`src/rtl/hamming_dec_engine.sv`:
```
// SECDED decode engine: walks NUM_WORDS codewords in data memory, writes message + status back.
// Optional error counters (sgl_cnt/dbl_cnt) enabled by defining HAMMING_DEC_ERR_COUNT_EN.
module hamming_dec_engine #(
   parameter int NUM_WORDS = 15,
   parameter int IN_BASE   = 30,
   parameter int OUT_BASE  = 0,
   parameter int ADDR_W    = 8
) (
   input  logic              clk,
   input  logic              reset,
   input  logic              start,
   output logic              done,
`ifdef HAMMING_DEC_ERR_COUNT_EN
   output logic [7:0]        sgl_cnt,
   output logic [7:0]        dbl_cnt,
`endif
   output logic [ADDR_W-1:0] mem_addr,
   input  logic [7:0]        mem_rd_data,
   output logic              mem_wr_en,
   output logic [7:0]        mem_wr_data
);

   localparam int IDX_W = (NUM_WORDS > 1) ? $clog2(NUM_WORDS) : 1;
   localparam logic [IDX_W-1:0] LAST_IDX = IDX_W'(NUM_WORDS - 1);

   typedef enum logic [2:0] {IDLE, RD_LO, RD_HI, DECODE, WR_LO, WR_HI, DONE} state_t;

   state_t            state, state_next;
   logic              start_q;
   logic              launch;
   logic [IDX_W-1:0]  idx, idx_next;
   logic [7:0]        lo_byte, hi_byte;
   logic [1:0]        status_reg;
   logic [2:0]        data_hi_reg;
   logic [ADDR_W-1:0] addr_next;
   logic              wr_en_next;
   logic [7:0]        wr_data_next;
   logic              done_next;

   logic [15:0]       codeword;
   logic [3:0]        syndrome;
   logic              parity;
   logic [10:0]       dec_data;
   logic [1:0]        dec_status;

   function automatic logic [ADDR_W-1:0] word_addr(input int base, input logic [IDX_W-1:0] w,
                                                   input logic hi);
      return ADDR_W'(base + 2 * int'(w) + int'(hi));
   endfunction

   // Hamming index of data bit d(i+1); parity bits sit at 1, 2, 4, 8.
   function automatic int data_pos(input int i);
      if (i == 0)
         return 3;
      else if (i < 4)
         return i + 4;
      else
         return i + 5;
   endfunction

   assign launch = ((state == IDLE) || (state == DONE)) && start_q && !start;

   // A single error at a data position is corrected in place; flips of parity bits need no action.
   always_comb begin
      codeword = {hi_byte, lo_byte};
      syndrome = 4'd0;
      for (int k = 1; k < 16; k++) begin
         if (codeword[k])
            syndrome = syndrome ^ 4'(k);
      end
      parity = ^codeword;
      for (int i = 0; i < 11; i++) begin
         dec_data[i] = codeword[data_pos(i)] ^ (parity && (syndrome == 4'(data_pos(i))));
      end
      if (parity)
         dec_status = 2'b01;
      else if (syndrome != 4'd0)
         dec_status = 2'b10;
      else
         dec_status = 2'b00;
   end

   always_comb begin
      state_next   = state;
      idx_next     = idx;
      addr_next    = mem_addr;
      wr_en_next   = 1'b0;
      wr_data_next = mem_wr_data;
      done_next    = done;
      case (state)
         IDLE, DONE: begin
            if (launch) begin
               state_next = RD_LO;
               idx_next   = '0;
               addr_next  = word_addr(IN_BASE, '0, 1'b0);
               done_next  = 1'b0;
            end
         end
         RD_LO: begin
            state_next = RD_HI;
            addr_next  = word_addr(IN_BASE, idx, 1'b1);
         end
         RD_HI: begin
            state_next = DECODE;
         end
         DECODE: begin
            state_next   = WR_LO;
            addr_next    = word_addr(OUT_BASE, idx, 1'b0);
            wr_en_next   = 1'b1;
            wr_data_next = dec_data[7:0];
         end
         WR_LO: begin
            state_next   = WR_HI;
            addr_next    = word_addr(OUT_BASE, idx, 1'b1);
            wr_en_next   = 1'b1;
            wr_data_next = {status_reg, 3'b000, data_hi_reg};
         end
         WR_HI: begin
            if (idx == LAST_IDX) begin
               state_next = DONE;
               done_next  = 1'b1;
            end else begin
               state_next = RD_LO;
               idx_next   = idx + IDX_W'(1);
               addr_next  = word_addr(IN_BASE, idx + IDX_W'(1), 1'b0);
            end
         end
         default: begin
            state_next = IDLE;
         end
      endcase
   end

   // Outputs are registered one state ahead so each state presents its address/strobe for the whole cycle.
   always_ff @(posedge clk) begin
      if (reset) begin
         state       <= IDLE;
         start_q     <= 1'b0;
         idx         <= '0;
         lo_byte     <= 8'd0;
         hi_byte     <= 8'd0;
         status_reg  <= 2'b00;
         data_hi_reg <= 3'd0;
         mem_addr    <= '0;
         mem_wr_en   <= 1'b0;
         mem_wr_data <= 8'd0;
         done        <= 1'b0;
      end else begin
         state       <= state_next;
         start_q     <= start;
         idx         <= idx_next;
         mem_addr    <= addr_next;
         mem_wr_en   <= wr_en_next;
         mem_wr_data <= wr_data_next;
         done        <= done_next;
         if (state == RD_LO)
            lo_byte <= mem_rd_data;
         if (state == RD_HI)
            hi_byte <= mem_rd_data;
         if (state == DECODE) begin
            status_reg  <= dec_status;
            data_hi_reg <= dec_data[10:8];
         end
      end
   end

`ifdef HAMMING_DEC_ERR_COUNT_EN
   always_ff @(posedge clk) begin
      if (reset || launch) begin
         sgl_cnt <= 8'd0;
         dbl_cnt <= 8'd0;
      end else if (state == DECODE) begin
         if ((dec_status == 2'b01) && (sgl_cnt != 8'hFF))
            sgl_cnt <= sgl_cnt + 8'd1;
         if ((dec_status == 2'b10) && (dbl_cnt != 8'hFF))
            dbl_cnt <= dbl_cnt + 8'd1;
      end
   end
`endif

endmodule
```
`config.mk`:
```
export PLATFORM = sky130hd
export DESIGN_NAME = hamming_dec_engine
export DESIGN_NICKNAME = d
export VERILOG_FILES = /design/src/rtl/hamming_dec_engine.sv
export SDC_FILE = /design/constraint.sdc
export NUM_CORES = 1
export LEC_CHECK = 0
export ABC_AREA = 0
export BUFFER_PORTS_ARGS = -buffer_cell sky130_fd_sc_hd__buf_2
export CAP_MARGIN = 20
export CORE_MARGIN = 5
export CORE_UTILIZATION = 55
export CTS_CLUSTER_SIZE = 28
export DETAILED_ROUTE_END_ITERATION = 6
export PLACE_DENSITY = 0.83
export RECOVER_POWER = 100
export REMOVE_ABC_BUFFERS = 1
export SETUP_SLACK_MARGIN = 0.5
export SLEW_MARGIN = 20
export SYNTH_ARGS = -nofsm -noshare
export SYNTH_HDL_FRONTEND = slang
export SYNTH_SLANG_ARGS = --single-unit
```
`constraint.sdc`:
```
create_clock -name clk -period 4 [get_ports clk]
set_input_delay 1 -clock clk [delete_from_list [all_inputs] [get_ports clk]]
set_output_delay 1 -clock clk [all_outputs]
set_load 0.01 [all_outputs]
```
# ---- Word-level counts from Yosys, hierarchy flattened
# Index checks and enable logic that the tools add are counted.
# W data, S select, Z words.
dict set report totals {
  in_bits 11
  output_inout_bits 18
  ff_bits 47
}
dict set report op_classes {
  bitwise_logic 25
  n_eq_ne 21
  n_mux 31
  n_reduce_logical 26
  add_sub_neg 5
}
# op n
set ops {}
lappend ops {{$mux W4} 10}
lappend ops {{$pmux W8 S5} 1}
lappend ops {{$eq A4 B4 Y1 const B} 8}
lappend ops {{$mux W3} 6}
lappend ops {{$pmux W3 S6} 1}
lappend ops {{$mux W8} 2}
lappend ops {{$pmux W8 S2} 1}
lappend ops {{$reduce_xor A16 Y1} 1}
lappend ops {{$logic_and A1 B1 Y1} 13}
lappend ops {{$add A5 B5 Y6 const A} 2}
lappend ops {{$eq A4 B3 Y1 const B} 3}
lappend ops {{$not A2 Y2} 6}
lappend ops {{$not A3 Y3} 4}
lappend ops {{$xor A1 B1 Y1} 11}
lappend ops {{$eq A3 B3 Y1 const B} 3}
lappend ops {{$reduce_and A3 Y1} 3}
lappend ops {{$mux W2} 4}
lappend ops {{$pmux W4 S2} 1}
lappend ops {{$add A6 B1 Y7 const B} 1}
lappend ops {{$add A5 B1 Y6 const B} 1}
lappend ops {{$eq A3 B2 Y1 const B} 2}
lappend ops {{$ne A2 B2 Y1 const B} 3}
lappend ops {{$reduce_bool A5 Y1} 1}
lappend ops {{$add A4 B1 Y4 const B} 1}
lappend ops {{other kinds (12)} 19}

# ---- Longest topological paths before layout
dict set report logic_depth {
  ltp_word 30
  ltp_mapped 9
  mapped_depth_nobuf 8
}

# ---- Worst setup path before layout
# Ideal clock, no wire load.
dict set report synth_path {
  path_type {input to register}
  from {in start}
  to {reg mem_addr[1]}
  slack_ns 2.008
  path_stages 6
  t_arrival_ns 1.864
  setup_time_ns 0.128
  n_path_buf 0
  t_required_ns 3.872
  path_cell_list {nor2b_1 -> nor3_1 -> nand2b_1 -> a21oi_1 -> mux2i_1 -> nor2_1}
}
dict set report synth_between {
  elab_chain_len 4
}
# element line
set synth_lines {}
lappend synth_lines {{from (decl)} 11} ;# input logic start,
lappend synth_lines {{$logic_not A1 Y1} 61} ;# assign launch = ((state == IDLE) || (state == DONE)) && start_q && !start;
lappend synth_lines {{$logic_and A1 B1 Y1} 61}
lappend synth_lines {{$ne A2 B2 Y1 (no source line)} -}
lappend synth_lines {{$reduce_and A3 Y1 (no source line)} -}
lappend synth_lines {{to (signal assigned)} 152} ;# mem_addr <= addr_next;
lappend synth_lines {{to (decl)} 17} ;# output logic [ADDR_W-1:0] mem_addr,
# Every way passes these cells.
# A chain may end at the register's enable or synchronous reset.

==> impl_metrics.py <==
metrics = {
    "outcome": {
        "status": "finished with violations",
        "violations": "max-capacitance violations, max-slew violations",
    },
    "logic_synthesis": {
        "synth_compound_area_frac": 0.1702,
        "synthCells": 305,
        "synth_area_leaders": "dfxtp_1 34%, xnor2_1 8.5%, mux2i_1 6.7%, nor2_1 6.5%, xor2_1 3.3%",
        "synthAdderAreaFrac": 0.01403,
        "yosys_warnings": 0,
        "synth-xor-area-share": 0.1921,
        "synthMuxAreaShare": 0.06732,
        "synth_simple_gate_area_frac": 0.1772,
        "synthArstFlopShare": 0,
        "synth_edf_count": 0,
        "netlist-cell-type-count": 50,
        "yosysTopAreaCell": "dfxtp_1",
        "synth-seq-cells": 45,
        "synth_top_area_frac": 0.3366,
        "synth_top_family_by_area": "XOR/XNOR gates",
        "synth_area_um2": 2676,
        "yosysSeqAreaShare": 0.3366,
        "syn_avg_cell_area_um2": 8.775,
        "synthFlopType": "dfxtp_1",
    },
    "floorplanning": {
        "coreArea_um2": 4723,
        "fp.dieH_um": 79.76,
        "pin_count": 29,
        "start_util": 0.5666,
        "die_w_um": 79.76,
        "rows": 25,
        "die-area_um2": 6361,
    },
    "power": {
        "power.total_mw": 2.296,
        "p_seq_frac": 0.301,
        "powerDensity_nw_per_um2": 801.9,
        "vdd_drop_max_mv": 0.7145,
        "power_switching_mw": 1.080,
        "internal-power_mw": 1.215,
        "p_comb_frac": 0.580,
        "pwr-share-clk": 0.119,
        "p_leak_nw": 0.9798,
        "sw_frac_of_total": 0.4706,
    },
    "worst_setup_path": {
        "start_kind": "input port",
        "critPathMaxStageDelay_ps": 1300,
        "timing.rr.start": "state[2]$_SDFFE_PP0P_",
        "worstPathCellList": "clkbuf_1, or3_1, o32ai_1",
        "crit_path_end_kind": "flip-flop",
        "critPathSlowestCell": "clkbuf_1",
        "critPathMaxFanout": 44,
        "reg2reg_slack_ps": 1490,
        "path_delay_family": "buffers and inverters",
        "required_ps": 4110,
        "reg2reg_depth": 4,
        "worstSetupPathType": "input port to flip-flop",
        "r2r-end": "lo_byte[0]$_SDFFE_PP0P_",
        "critPathArrivalTime_ps": 2880,
        "crit_buf_inv": 1,
    },
    "hold_path": {
        "holdPathStages": 2,
        "hold_path_end": "done$_SDFFE_PP0P_",
        "hold_class": "flip-flop to flip-flop",
        "timing.hold.worst.start": "done$_SDFFE_PP0P_",
    },
    "drt": {
        "routed-via-count": 2191,
        "drt_iter0_markers": 265,
        "drc": 0,
        "wl_per_cell_um": 14.55,
        "wl_um": 5630,
        "first_pass_iters": 5,
        "routed_via_density": 5.661,
        "ant_nets": 0,
    },
    "placed_design": {
        "numPlacedInstances": 379,
        "io_buffers": 26,
        "hpwl_um": 4034,
        "postPlaceCellArea_um2": 2806,
        "place.gp.congestion": 0.8903,
        "dpl_worst_slack_ps": 1586,
    },
    "global_route": {
        "grt_usage": 0.1888,
        "antenna_found_initial": 0,
        "grt_pass1_wl_um": 9363,
        "grt_max_degree": 45,
        "overflow": 0,
        "grt_pass1_vias": 1963,
    },
    "sta": {
        "finalWorstSetupSlack_ps": 1234,
        "final_hold_viol_count": 0,
        "maxSlewHeadroom": -0.2321,
        "final.setup_skew_ps": 8.847,
        "setup_violations": 0,
        "holdWs_ps": 478.2,
        "rsz0062_at_grt": "no",
        "finalSetupTns_ps": 0,
        "fmax_mhz": 361.5,
        "period_share": 0.6916,
        "drv_slew": 45,
        "worst_pin_slew_ps": 1848,
        "period_needed_ps": 2766,
    },
    "cts": {
        "cts_sinks": 45,
        "clkLatencyLatePin_ps": 310,
        "cts_tree": "done",
        "clk_pin_slew_worst_paths_ps": 80,
        "cts_repair_resize_count": 0,
        "htreeDepth": 2,
        "holdBufCountCts": 0,
        "cts_root_buf": "clkbuf_8",
        "numCtsBuffers": 5,
        "cts_setup_buffers": 0,
        "clockBufferDepth": 2,
    },
    "final_layout": {
        "n_fill_cell": 410,
        "syn_to_final_growth_pct": 6.966,
        "nets": 333,
        "stdcell_area_um2": 2863,
        "n_antenna_cell": 0,
        "drive_gt1_frac": 0.09688,
        "final_core_util": 0.6061,
        "reg_top3": "hi_byte (8), lo_byte (8), mem_wr_data (8)",
        "fin_cells": 387,
    },
    "job": {
        "cap_violations": 1,
    },
}
==> routing by layer <==
metal / track usage / share of wire / up-vias / wire [um]
met5: 0 / 0 / - / 0
met4: 0.07432 / 0.021 / 0 / 119
met3: 0.04402 / 0.056 / 11 / 313
met2: 0.3038 / 0.47 / 64 / 2639
met1: 0.2442 / 0.45 / 1023 / 2556
li1: - / - / 1093 / -
==> power by group through the flow <==
stage                     Combinational [mW]  Sequential, mW  Clock (mW)
after floorplan                         1.06           0.687           0
after global placement                  1.31           0.691           0
after detailed placement                1.33           0.699           0
after CTS                               1.34           0.688       0.285
after global routing                    1.45           0.713       0.310
final                                   1.33           0.692       0.273
==> area by class of cell <==
type	instances	area, um2	share of cell area
sequential	45	900.9	0.3147
multi-input combinational	236	1664	0.5813
timing repair buffer	27	116.4	0.04065
clock buffer	6	72.57	0.02535
tap	67	83.83	0.02928
inverter	4	15.01	0.005245
clock inverter	2	10.01	0.003496
==> synthesized netlist by cell type (all sizes together) (6+ instances only) <==
cell type	instances
a211oi	14
a21oi	13
buf	6
clkbuf	15
dfxtp	45
mux2i	18
nand2	15
nand4	7
nor2	46
o21ai	19
xnor2	28
xor2	16
==> cells by family (layout without fill, tap and decap cells) <==
family                   after synthesis  count (layout)
AND/OR/NAND/NOR                       98              98
AO/OA/AOI/OAI                         69              69
XOR/XNOR                              46              46
flip-flops                            45              45
buffers and inverters                 25              39
multiplexers                          18              18
adder cells (fa/ha/maj)                3               3
other                                  1               2
==> placed cells by master (no fill, tap or decap), types with 3 or more instances in the layout <==
cell      instances
dfxtp_1          45
nand3b_1          3
o211ai_1          4
nor2b_1           4
nand3_1           4
xnor2_1          26
nor3b_1           3
clkbuf_8          5
nor3_1            3
a21oi_1          13
nand4_1           7
ha_1              3
xor2_1           10
o22ai_1           4
xor2_2            5
a211oi_1         12
inv_1             4
clkbuf_1         18
nand2_1          15
mux2i_1          18
nand2b_1          4
buf_2             9
o21ai_0          19
nor2_1           46
==> worst min-delay path, cell delays in order (launching register included) <==
cell     delay, ps
dfxtp_1        310
o31ai_1         60
a21oi_1         60
==> worst max path at each step <==
| stage | startpoint | to | slack, ps | cells after the start |
|---|---|---|---|---|
| finish | reset | mem_wr_data[7]$_SDFFE_PP0N_ | 1230 | 3 |
| global route | reset | mem_wr_data[7]$_SDFFE_PP0N_ | 1050 | 3 |
| CTS | state[2]$_SDFFE_PP0P_ | lo_byte[0]$_SDFFE_PP0P_ | 1550 | 4 |
| detailed placement | state[2]$_SDFFE_PP0P_ | lo_byte[0]$_SDFFE_PP0P_ | 1590 | 4 |
| global placement | start | mem_addr[1]$_SDFFE_PP0P_ | 1680 | 7 |
| floorplan | state[1]$_SDFFE_PP0P_ | hi_byte[7]$_SDFFE_PP0P_ | 1960 | 3 |
Power figures use the tool's default switching activity.
